## config.mk

```make
export PLATFORM = sky130hd
export DESIGN_NAME = mem_arbiter
export DESIGN_NICKNAME = d
export VERILOG_FILES = /design/src/rtl/mem_arbiter_pkg.sv /design/src/rtl/mem_arb_grant.sv /design/src/rtl/mem_arbiter.sv
export SDC_FILE = /design/constraint.sdc
export NUM_CORES = 1
export LEC_CHECK = 0
export CORE_AREA = 5 5 205 207
export CTS_CLUSTER_SIZE = 8
export DETAILED_ROUTE_END_ITERATION = 7
export DIE_AREA = 0 0 210 212
export GPL_TIMING_DRIVEN = 0
export PLACE_DENSITY_LB_ADDON = 0.1
export SYNTH_ARGS = -nofsm -noshare
export SYNTH_HDL_FRONTEND = slang
export SYNTH_SLANG_ARGS = --single-unit
```

## constraint.sdc

```tcl
create_clock -name clk -period 2.6 [get_ports clk]
set_input_delay 0.65 -clock clk [delete_from_list [all_inputs] [get_ports clk]]
set_output_delay 0.65 -clock clk [all_outputs]
set_load 0.005 [all_outputs]
```

## src/rtl/mem_arbiter_pkg.sv

```systemverilog
// Shared types and constants for the IFU/LSU memory arbiter.
package mem_arbiter_pkg;

  // Transaction FSM: grant in IDLE, present request in REQ, await data in WAIT.
  typedef enum logic [1:0] {
    ST_IDLE = 2'd0,
    ST_REQ  = 2'd1,
    ST_WAIT = 2'd2
  } state_t;

  // Owner identifiers for the single outstanding transaction.
  localparam logic OWN_IFU = 1'b0;
  localparam logic OWN_LSU = 1'b1;

  // Write length encodings (byte count).
  localparam logic [3:0] WLEN_1 = 4'd1;
  localparam logic [3:0] WLEN_2 = 4'd2;
  localparam logic [3:0] WLEN_4 = 4'd4;
  localparam logic [3:0] WLEN_8 = 4'd8;

endpackage

```

## src/rtl/mem_arb_grant.sv

```systemverilog
// Grant selection between IFU and LSU.
// Default: fixed priority, LSU wins on a simultaneous request.
// With MEM_ARB_RR_EN defined: round-robin, the requester not granted last
// wins a tie; the last-grant pointer updates on every grant.
module mem_arb_grant
  import mem_arbiter_pkg::*;
(
`ifdef MEM_ARB_RR_EN
  input  logic clk,
  input  logic rst_n,
`endif
  input  logic ifu_valid_i,
  input  logic lsu_valid_i,
  input  logic idle_i,
  output logic grant_valid_o,
  output logic grant_lsu_o
);

`ifdef MEM_ARB_RR_EN
  logic last_q;
  logic last_d;

  // Pick a winner; on a tie the side that did not win last time goes first.
  always_comb begin
    grant_valid_o = idle_i & (ifu_valid_i | lsu_valid_i);
    grant_lsu_o   = lsu_valid_i & (~ifu_valid_i | (last_q == OWN_IFU));
    last_d        = last_q;
    if (grant_valid_o) begin
      last_d = grant_lsu_o ? OWN_LSU : OWN_IFU;
    end
  end

  // Last-grant pointer, resets to IFU so the LSU wins the first tie.
  always_ff @(posedge clk or negedge rst_n) begin
    if (!rst_n) begin
      last_q <= OWN_IFU;
    end else begin
      last_q <= last_d;
    end
  end
`else
  // Fixed priority: any LSU request beats the IFU.
  always_comb begin
    grant_valid_o = idle_i & (ifu_valid_i | lsu_valid_i);
    grant_lsu_o   = lsu_valid_i;
  end
`endif

endmodule

```

## src/rtl/mem_arbiter.sv

```systemverilog
// Two-master (IFU fetch, LSU load/store) arbiter onto one memory port with
// exactly one transaction outstanding. Optional round-robin arbitration is
// enabled by defining MEM_ARB_RR_EN (see mem_arb_grant).
module mem_arbiter
  import mem_arbiter_pkg::*;
#(
  parameter int ADDR_W = 64
) (
  input  logic              clk,
  input  logic              rst_n,
  input  logic              ifu_req_valid,
  output logic              ifu_req_ready,
  input  logic [ADDR_W-1:0] ifu_addr,
  output logic              ifu_rsp_valid,
  output logic [63:0]       ifu_rdata,
  input  logic              lsu_req_valid,
  output logic              lsu_req_ready,
  input  logic [ADDR_W-1:0] lsu_addr,
  input  logic              lsu_wen,
  input  logic [63:0]       lsu_wdata,
  input  logic [3:0]        lsu_wlen,
  output logic              lsu_rsp_valid,
  output logic [63:0]       lsu_rdata,
  output logic              mem_req_valid,
  input  logic              mem_req_ready,
  output logic [ADDR_W-1:0] mem_addr,
  output logic              mem_wen,
  output logic [63:0]       mem_wdata,
  output logic [3:0]        mem_wlen,
  output logic              mem_ren,
  input  logic              mem_rsp_valid,
  input  logic [63:0]       mem_rdata
);

  state_t              state_q, state_d;
  logic                owner_q, owner_d;
  logic [ADDR_W-1:0]   addr_q, addr_d;
  logic                wen_q, wen_d;
  logic [63:0]         wdata_q, wdata_d;
  logic [3:0]          wlen_q, wlen_d;
  logic [63:0]         ifu_rdata_q, ifu_rdata_d;
  logic [63:0]         lsu_rdata_q, lsu_rdata_d;
  logic                ifu_rsp_q, ifu_rsp_d;
  logic                lsu_rsp_q, lsu_rsp_d;
  logic                grant_valid;
  logic                grant_lsu;

  mem_arb_grant u_grant (
`ifdef MEM_ARB_RR_EN
    .clk           (clk),
    .rst_n         (rst_n),
`endif
    .ifu_valid_i   (ifu_req_valid),
    .lsu_valid_i   (lsu_req_valid),
    .idle_i        (state_q == ST_IDLE),
    .grant_valid_o (grant_valid),
    .grant_lsu_o   (grant_lsu)
  );

  // Next-state, capture and handshake outputs; stray responses outside WAIT fall through.
  always_comb begin
    state_d       = state_q;
    owner_d       = owner_q;
    addr_d        = addr_q;
    wen_d         = wen_q;
    wdata_d       = wdata_q;
    wlen_d        = wlen_q;
    ifu_rdata_d   = ifu_rdata_q;
    lsu_rdata_d   = lsu_rdata_q;
    ifu_rsp_d     = 1'b0;
    lsu_rsp_d     = 1'b0;
    ifu_req_ready = 1'b0;
    lsu_req_ready = 1'b0;
    mem_req_valid = 1'b0;
    unique case (state_q)
      ST_IDLE: begin
        if (grant_valid) begin
          state_d = ST_REQ;
          if (grant_lsu) begin
            lsu_req_ready = 1'b1;
            owner_d       = OWN_LSU;
            addr_d        = lsu_addr;
            wen_d         = lsu_wen;
            wdata_d       = lsu_wdata;
            wlen_d        = lsu_wlen;
          end else begin
            // Fetches are always full-width reads.
            ifu_req_ready = 1'b1;
            owner_d       = OWN_IFU;
            addr_d        = ifu_addr;
            wen_d         = 1'b0;
            wdata_d       = '0;
            wlen_d        = WLEN_8;
          end
        end
      end
      ST_REQ: begin
        // A response arriving alongside the handshake is not the answer yet.
        mem_req_valid = 1'b1;
        if (mem_req_ready) begin
          state_d = ST_WAIT;
        end
      end
      ST_WAIT: begin
        if (mem_rsp_valid) begin
          state_d = ST_IDLE;
          if (owner_q == OWN_LSU) begin
            lsu_rdata_d = mem_rdata;
            lsu_rsp_d   = 1'b1;
          end else begin
            ifu_rdata_d = mem_rdata;
            ifu_rsp_d   = 1'b1;
          end
        end
      end
      default: state_d = ST_IDLE;
    endcase
  end

  // State and capture registers; reset abandons any transaction in flight.
  always_ff @(posedge clk or negedge rst_n) begin
    if (!rst_n) begin
      state_q     <= ST_IDLE;
      owner_q     <= OWN_IFU;
      addr_q      <= '0;
      wen_q       <= 1'b0;
      wdata_q     <= '0;
      wlen_q      <= '0;
      ifu_rdata_q <= '0;
      lsu_rdata_q <= '0;
      ifu_rsp_q   <= 1'b0;
      lsu_rsp_q   <= 1'b0;
    end else begin
      state_q     <= state_d;
      owner_q     <= owner_d;
      addr_q      <= addr_d;
      wen_q       <= wen_d;
      wdata_q     <= wdata_d;
      wlen_q      <= wlen_d;
      ifu_rdata_q <= ifu_rdata_d;
      lsu_rdata_q <= lsu_rdata_d;
      ifu_rsp_q   <= ifu_rsp_d;
      lsu_rsp_q   <= lsu_rsp_d;
    end
  end

  assign mem_addr      = addr_q;
  assign mem_wen       = wen_q;
  assign mem_wdata     = wdata_q;
  assign mem_wlen      = wlen_q;
  assign mem_ren       = mem_req_valid & ~wen_q;
  assign ifu_rsp_valid = ifu_rsp_q;
  assign ifu_rdata     = ifu_rdata_q;
  assign lsu_rsp_valid = lsu_rsp_q;
  assign lsu_rdata     = lsu_rdata_q;

endmodule

```

==> impl_metrics.tcl, run 1 <==
set metrics [dict create \
    arrival_ps 1820 \
    worst_pin_slew_ps 672.3 \
    maxCapViolations 0 \
    wirelength_um 41980 \
    yosysUniqueCellTypes 21 \
    syn_avg_cell_area_um2 15.39 \
    layout-drive-gt1-share_pct 16.59 \
    whs_ps 77.35 \
    wl_per_cell_um 23.45 \
    fin_area_um2 17480 \
    grt_use_total_pct 18.26 \
    powerDensity_nw_per_um2 1202 \
    start_util_pct 25.81 \
    cts.clk_slew.worst_paths_ps 50 \
    cts_buffer_depth 3 \
    min_period_over_period_pct 95.17 \
    final.setup.tns_ps 0 \
    yosys_warnings 0 \
    drc 0 \
    area_growth_pct 68.59 \
    leakage_nw 7.262 \
    drt_pass1_iterations 4 \
    clockRootBuffer "clkbuf_16" \
    drt_iter0_drc 327 \
    num_rows 74 \
    syn_nets 941 \
    max_clock_freq_mhz 404.1 \
    finalNonFillerCells 1790 \
    hold_class "in -> async" \
    die_w_um 210 \
    vias 8349 \
    slew_viol_final 0 \
    grt_pass1_wl_um 61350 \
    num_io_pins 534 \
    io_buffers 533 \
    grt_max_degree 108 \
    via_per_inst 4.664 \
    required_ps 1950 \
    placed_cell_area_um2 16430 \
    ir_drop_v 0.0004733 \
    startpoint_type "register" \
    rsz0062_at_grt "no" \
    cts_tree "done" \
    core_area_um2 40180 \
    grt_pass1_vias 9115 \
    cp_max_fo 4 \
    h-tree-depth 2 \
    grt_antenna_before_repair 6 \
    finalHoldViolations 0 \
    synthCells 674 \
    fin_crit_ps 2474 \
    dieHeight_um 212 \
    dp_hpwl_um 32030 \
    numCtsBuffers 39 \
    ys_seq_area_share_pct 64.19 \
    path_class "reg -> out" \
    end_kind "output port" \
    numPlacedInstances 1741 \
    cts_hold_buf 0 \
    status "complete, no violations" \
    dp_slack_ps -924.8 \
    layout_commonest_cell "clkdlybuf4s50_1" \
    most-common-layout-cells "clkdlybuf4s50_1, dfrtp_1, mux2_2, a22o_1" \
    globalplace.congestion 0.7671 \
    reg2regPathDepth 6 \
    synth_seq_cells 266 \
    finalNetCount 1518 \
    die_area_um2 44520 \
    setup_ws_ps 125.6 \
    cts.sinks 266 \
    netlist_area_um2 10370 \
    ant_nets 0 \
    slew_headroom_pct 55.18 \
    skew_ps 7.572 \
    setup_viol 0 \
    insertion_delay_ps 520 \
    overflow 0 \
]
cell type report:
cell class / instances / area, µm²
well taps: 532 / 665.6
diodes: 4 / 10.01
clock buffers: 42 / 987.2
repair buffers: 539 / 5424
multi-input cells: 340 / 3352
flip-flops and latches: 266 / 6656
clock inverters: 2 / 13.76
plain buffers: 62 / 362.8
inverters: 3 / 11.26
fillers: 3788 / 22700
through the flow:
step | utilization [%] | total power, W
floorplan | - | 0.01057
global placement | 40.74 | 0.01676
detailed placement | 40.89 | 0.01678
CTS | 43.48 | 0.02146
global route | 43.51 | 0.02229
finish | 43.51 | 0.02101
sequential cells by signal, summed over array words and instances, names as in the netlist:
| register | cells |
|---|---|
| ifu_rdata | 64 |
| lsu_rdata | 64 |
| mem_addr | 64 |
| mem_wdata | 64 |
| mem_wlen | 4 |
| state_q | 2 |
| ifu_rsp_valid | 1 |
| lsu_rsp_valid | 1 |
| mem_wen | 1 |
| owner_q | 1 |
critical path: stages, from the launching register on:
cell and delay [ps]:
dfrtp_1 400, nand2b_1 190, nor2_1 100, clkdlybuf4s50_1 600
where the power goes:
group	internal, W	leakage (nW)	total [W]	switching (W)
registers	0.00621	3.29	0.00730	0.00109
logic	0.00584	3.48	0.00931	0.00347
clock network	0.00265	0.493	0.00440	0.00176
total	0.0147	7.26	0.0210	0.00632
cells by family (layout without fill, tap and decap cells):
logic type	count (synthesis)	in the layout	share of synthesized area [%]
AOI/OAI and AO/OA	136	136	12.19
buffers and inverters	68	648	3.680
DFF	266	266	64.19
muxes	128	128	13.90
other	0	4	0
and+or+nand+nor	76	76	6.045
cells in the mapped netlist:
| master | count | area (µm²) |
|---|---|---|
| a21o_1 | 1 | 7.510 |
| nor3b_1 | 1 | 7.510 |
| a221o_1 | 64 | 640.6 |
| or2_1 | 2 | 12.51 |
| o32a_1 | 1 | 10.01 |
| a22o_1 | 68 | 595.6 |
| clkbuf_1 | 26 | 97.59 |
| nor2_1 | 4 | 15.01 |
| dfrtp_1 | 266 | 6656 |
| nand2_1 | 1 | 3.750 |
| nor4b_1 | 64 | 560.5 |
| nand4b_1 | 1 | 8.760 |
| mux2_1 | 9 | 101.4 |
| mux2_2 | 119 | 1340 |
| buf_6 | 13 | 146.4 |
| o21ai_0 | 2 | 10.01 |
| nand2b_1 | 2 | 12.51 |
| nor2_2 | 1 | 6.260 |
| buf_1 | 3 | 11.26 |
| buf_2 | 23 | 115.1 |
| inv_1 | 3 | 11.26 |
timing repair:
item,4_1_cts,5_1_grt
setup buffers,3,1
pin swaps,3,3
gates resized for setup,19,3
setup endpoints to repair,2,1
per-layer routing:
metal	vias up	wire length (µm)	GRT usage (%)
met2	376	20430	30.49
met4	4	968	5.243
li1	3749	-	-
met5	-	21	0
met3	57	4231	8.485
met1	4163	16330	21.21
final timing paths:
| kind | startpoint | to | slack (ps) |
|---|---|---|---|
| setup / recovery | state_q[1] | mem_ren | 130 |
| hold / removal | rst_n | ifu_rdata[59] | 80 |
| setup reg to reg | state_q[0] | ifu_rdata[33] | 310 |
| hold reg to reg | ifu_rdata[59] | ifu_rdata[59] | 480 |
| max in group asynchronous | rst_n | mem_addr[20] | 1140 |
| min in group clk | ifu_rdata[59] | ifu_rdata[59] | 480 |
(Power assumes the default switching activity.)
==> run 2, diff against run 1 <==
--- a/config.mk
+++ b/config.mk
@@ -11,6 +11,7 @@
 export DIE_AREA = 0 0 210 212
 export GPL_TIMING_DRIVEN = 0
 export PLACE_DENSITY_LB_ADDON = 0.1
+export SETUP_SLACK_MARGIN = 0.1
 export SYNTH_ARGS = -nofsm -noshare
 export SYNTH_HDL_FRONTEND = slang
 export SYNTH_SLANG_ARGS = --single-unit
==> run 2 against run 1 <==
  * Clock skew about the same
  * Sequential cell count unchanged
  * Maximum frequency up 0.21%
  * Critical path type unchanged
  * Critical path depth up 3
  * First-iteration DRC count down 3.4%
  * Cell count up 0.28%
  * Total power up 0.25%
  * Core utilization up 0.13 points
  * Worst setup slack better by 5.3 ps
==> impl_metrics.tcl, run 2 (same netlist as run 1, synthesis figures left out) <==
set metrics [dict create \
    fill_cells 3795 \
    power.sequential.fraction_pct 34.7 \
    maxCapViolations 0 \
    slew_viol_final 0 \
    path_class "reg -> out" \
    cpMaxStageDelayCell "dfrtp_1" \
    p_comb_share_pct 44.4 \
    total_power_w 0.02107 \
    p_int_w 0.01473 \
    dieHeight_um 212 \
    crit_top_cell "buf_6" \
    netSwitchingPower_w 0.006337 \
    ir_drop_v 0.0004749 \
    cts.sinks 266 \
    grt_max_degree 108 \
    r2r-start "state_q[0]" \
    end_kind "output port" \
    seqCellArea_um2 6656 \
    numPlacedInstances 1741 \
    crit_chain "or2_1 > buf_6 > or2_4 > buf_12 > nor2_4 > buf_6" \
    finalNonFillerCells 1795 \
    startpoint_type "register" \
    required_ps 1950 \
    utilization_pct 43.64 \
    fin_area_um2 17540 \
    layout-drive-gt1-share_pct 16.84 \
    power_frac_clock_pct 20.9 \
    clockRootBuffer "clkbuf_16" \
    core_area_um2 40180 \
    finalNetCount 1523 \
    die_w_um 210 \
    num_io_pins 534 \
    crit_path_max_incr_delay_ps 380 \
    die_area_um2 44520 \
    worst_pin_slew_ps 663.2 \
    reg2regPathDepth 7 \
    numCtsBuffers 39 \
    rr_endpoint "ifu_rdata[33]" \
    arrival_ps 1820 \
    grt_use_total_pct 18.27 \
    area_growth_pct 69.10 \
    grt_pass1_vias 9135 \
    wl_per_cell_um 23.45 \
    leakage_nw 7.302 \
    overflow 0 \
    cp_max_fo 4 \
    finalHoldViolations 0 \
    setup_ws_ps 130.9 \
    powerDensity_nw_per_um2 1201 \
    dp_hpwl_um 32030 \
    layout_commonest_cell "clkdlybuf4s50_1" \
    vias 8359 \
    crit_start "state_q[0]" \
    insertion_delay_ps 520 \
    min_period_over_period_pct 94.96 \
    rsz0062_at_grt "yes" \
    drc 0 \
    status "complete, no violations" \
    skew_ps 7.857 \
    r2r_slack_ps 210 \
    io_buffers 533 \
    cts_buffer_depth 3 \
    placed_cell_area_um2 16430 \
    fin_crit_ps 2469 \
    cts.clk_slew.worst_paths_ps 50 \
    dp_slack_ps -924.8 \
    drt_iter0_drc 316 \
    drt_pass1_iterations 4 \
    slew_headroom_pct 55.79 \
    hold_class "in -> async" \
    setup_viol 0 \
    via_per_inst 4.657 \
    num_rows 74 \
    swShare_pct 30.08 \
    start_util_pct 25.81 \
    multiInputGateArea_um2 3347 \
    h-tree-depth 2 \
    globalplace.congestion 0.7671 \
    wirelength_um 42080 \
    most-common-layout-cells "clkdlybuf4s50_1, dfrtp_1, mux2_2, a22o_1" \
    ant_nets 0 \
    grt_pass1_wl_um 61380 \
    cts_tree "done" \
    grt_antenna_before_repair 6 \
    max_clock_freq_mhz 405.0 \
]
==> run 2: changes by cell type in the layout (fill, tap and decap cells not counted) <==
cell / before / now
clkdlybuf4s15_2: 0 / 1
dlymetal6s2s_1: 0 / 1
clkbuf_8: 0 / 1
nor2_2: 1 / 0
clkbuf_2: 1 / 0
buf_4: 4 / 8
or2_1: 0 / 1
buf_8: 1 / 2
clkdlybuf4s50_1: 529 / 527
nor2_1: 2 / 3
or2_4: 2 / 1
==> run 2: metrics by stage <==
step                      hold WS, ps  setup TNS [ps]
after floorplan                 354.4               0
after global placement          471.1        -3099900
after detailed placement        475.9          -20980
after CTS                       80.60               0
after global routing            102.0               0
final                           78.48               0
==> run 2: critical path: cells and delay by family, from the launching register on <==
| kind | cells | cell delay (ps) |
|---|---|---|
| AND/OR/NAND/NOR | 3 | 550 |
| flip-flops | 1 | 380 |
| buffers and inverters | 3 | 370 |
==> run 2: power groups by stage <==
stage	clock network (W)	registers (W)	logic, W
6_report	0.00440	0.00730	0.00936
5_1_grt	0.00475	0.00755	0.0100
4_1_cts	0.00459	0.00731	0.00956
3_5_place_dp	0	0.00731	0.00947
3_3_place_gp	0	0.00733	0.00943
2_1_floorplan	0	0.00744	0.00314
==> run 2: what timing repair did <==
action	in CTS	in global routing
hold buffers	0	0
setup endpoints to repair	3	1
endpoints found under the hold margin	0	0
resized for setup	23	4
buffers inserted	6	2
pin swaps	2	2
==> run 2: final cells by class <==
| cell class | instances | area share [%] |
|---|---|---|
| Timing Repair Buffer | 543 | 31.12 |
| Inverter | 3 | 0.06422 |
| Clock inverter | 2 | 0.07849 |
| Tap cell | 532 | 3.796 |
| Multi-Input combinational cell | 340 | 19.09 |
| Buffer | 63 | 2.205 |
| Sequential cell | 266 | 37.96 |
| Clock buffer | 42 | 5.630 |
| Antenna cell | 4 | 0.05708 |
==> run 2: how the worst max path moves through the flow <==
stage / endpoint / slack (ps)
finish: ifu_req_ready / 130
detailed placement: ifu_req_ready / -920
global placement: mem_addr[5] / -11600
floorplan: ifu_req_ready / 500
global route: ifu_req_ready / 40
CTS: ifu_req_ready / 20
==> run 2: metal layers <==
layer	vias to the layer above	GRT usage [%]	part of all wire [%]
met1	4174	21.13	39
li1	3761	-	-
met2	365	30.63	49
met4	4	5.243	2.3
met3	55	8.485	10
met5	-	0	0.050
==> run 3, diff against run 2 <==
--- a/config.mk
+++ b/config.mk
@@ -5,10 +5,10 @@
 export SDC_FILE = /design/constraint.sdc
 export NUM_CORES = 1
 export LEC_CHECK = 0
-export CORE_AREA = 5 5 205 207
+export CORE_AREA = 3 3 208 210
 export CTS_CLUSTER_SIZE = 8
 export DETAILED_ROUTE_END_ITERATION = 7
-export DIE_AREA = 0 0 210 212
+export DIE_AREA = 0 0 211 213
 export GPL_TIMING_DRIVEN = 0
 export PLACE_DENSITY_LB_ADDON = 0.1
 export SETUP_SLACK_MARGIN = 0.1
==> run 3 against run 2 <==
  * Combinational power shrank 0.7%
  * Sequential share of layout area shrank 0.11 points
  * Core utilization shrank 1.5 points
  * Sequential power is essentially flat
  * First-iteration DRC count grew 49%
  * Critical endpoint unchanged
  * Largest power group unchanged
==> impl_metrics.tcl, run 3 (same netlist as run 1, synthesis figures left out) <==
set metrics [dict create \
    core_area_um2 41760 \
    fin_crit_ps 2514 \
    grt_antenna_before_repair 4 \
    dp_hpwl_um 30730 \
    io_buffers 533 \
    cts.sinks 266 \
    dieHeight_um 213 \
    drc 0 \
    fill_cells 3967 \
    use_met3_pct 6.524 \
    ant_nets 0 \
    via_per_inst 4.629 \
    power_frac_clock_pct 21.7 \
    total_power_w 0.02118 \
    powerDensity_nw_per_um2 1204 \
    final.setup.tns_ps 0 \
    p_comb_share_pct 43.9 \
    met1_usage_pct 20.45 \
    most-common-layout-cells "clkdlybuf4s50_1, dfrtp_1, mux2_2, a22o_1" \
    fin_area_um2 17590 \
    grt_pass1_wl_um 59490 \
    required_ps 1950 \
    min_period_over_period_pct 96.69 \
    power.sequential.fraction_pct 34.4 \
    end_kind "output port" \
    cts_tree "done" \
    skew_ps 9.640 \
    cp_max_fo 10 \
    multiInputGateArea_um2 3347 \
    num_rows 75 \
    status "complete, no violations" \
    grt_max_degree 99 \
    area_growth_pct 69.59 \
    finalNonFillerCells 1804 \
    maxCapViolations 0 \
    clockRootBuffer "clkbuf_16" \
    wl_per_cell_um 22.64 \
    rsz0062_at_grt "yes" \
    arrival_ps 1860 \
    netSwitchingPower_w 0.006314 \
    h-tree-depth 2 \
    insertion_delay_ps 530 \
    cts.clk_slew.worst_paths_ps 50 \
    drt_iter0_drc 472 \
    die_area_um2 44940 \
    max_clock_freq_mhz 397.8 \
    placed_cell_area_um2 16440 \
    grt_use_total_pct 17.54 \
    numPlacedInstances 1748 \
    p_int_w 0.01486 \
    numCtsBuffers 39 \
    swShare_pct 29.82 \
    num_io_pins 534 \
    die_w_um 211 \
    dp_slack_ps -819.8 \
    hold_class "in -> async" \
    grt_pass1_vias 9006 \
    vias 8351 \
    setup_viol 0 \
    overflow 0 \
    setup_ws_ps 86.16 \
    path_class "in -> out" \
    cts_hold_buf 0 \
    ir_drop_v 0.0004830 \
    layout_commonest_cell "clkdlybuf4s50_1" \
    drt_pass1_iterations 5 \
    grt_most_used_layer "met2" \
    leakage_nw 7.321 \
    grt_use_met2_pct 30.29 \
    globalplace.congestion 0.7626 \
    slew_viol_final 0 \
    finalNetCount 1524 \
    seqCellArea_um2 6656 \
    startpoint_type "primary input" \
    cts_buffer_depth 3 \
    worst_pin_slew_ps 756.4 \
    slew_headroom_pct 49.57 \
    layout-drive-gt1-share_pct 17.04 \
    finalHoldViolations 0 \
    start_util_pct 24.83 \
    wirelength_um 40840 \
]
[run 3: changes by cell type in the layout (fill, tap and decap cells not counted), sizes merged]
cell	before	now
clkdlybuf4s50	527	528
diode	4	3
clkbuf	68	70
buf	49	51
clkdlybuf4s15	1	0
dlymetal6s2s	1	0
[run 3: layout make-up]
type                       instances  area share (%)
clock inverter                     2          0.1423
antenna                            3         0.04269
multi-input combinational        340           19.03
timing repair buffer             544           31.03
buffer                            63           2.113
sequential                       266           37.85
tap                              539           3.835
inverter                           3         0.06403
clock buffer                      44           5.898
[run 3: routing by layer]
| layer | part of all wire, % | up-vias |
|---|---|---|
| li1 | - | 3767 |
| met5 | 0.042 | - |
| met2 | 50 | 356 |
| met1 | 39 | 4166 |
| met4 | 2.2 | 2 |
| met3 | 8.7 | 60 |
[run 3: what timing repair did]
item,4_1_cts,5_1_grt
setup buffers,7,2
gates resized for setup,20,9
pin swaps,3,3
setup endpoints to repair,4,1
[run 3: through the flow]
stage / util, % / hold WS, ps
final: 42.12 / 85.80
after CTS: 42.08 / 109.5
after floorplan: - / 354.4
after global routing: 42.12 / 126.3
after global placement: 39.22 / 469.8
after detailed placement: 39.37 / 473.7
[run 3: power by group through the flow]
| stage | clock, W | sequential, W | combinational, W |
|---|---|---|---|
| after floorplan | 0 | 0.00744 | 0.00314 |
| after global placement | 0 | 0.00732 | 0.00932 |
| after detailed placement | 0 | 0.00731 | 0.00934 |
| after CTS | 0.00478 | 0.00730 | 0.00948 |
| after global routing | 0.00491 | 0.00756 | 0.00995 |
| final | 0.00460 | 0.00729 | 0.00929 |
[run 3: critical path: stages]
cell,delay [ps]
clkdlybuf4s50_1,530
clkbuf_4,250
clkbuf_4,270
nor2_4,40
buf_6,120
[run 3: final timing paths]
check / startpoint / to / slack (ps) / depth (start not counted)
max in group asynchronous: rst_n / ifu_rdata[53] / 1140 / 3
worst max-delay path: lsu_req_valid / ifu_req_ready / 90 / 5
min in group clk: ifu_rdata[61] / ifu_rdata[61] / 480 / 1
worst min-delay path: rst_n / mem_wdata[19] / 90 / 1
worst max register to register: state_q[1] / lsu_rdata[57] / 540 / 6
worst min register to register: ifu_rdata[61] / ifu_rdata[61] / 480 / 1
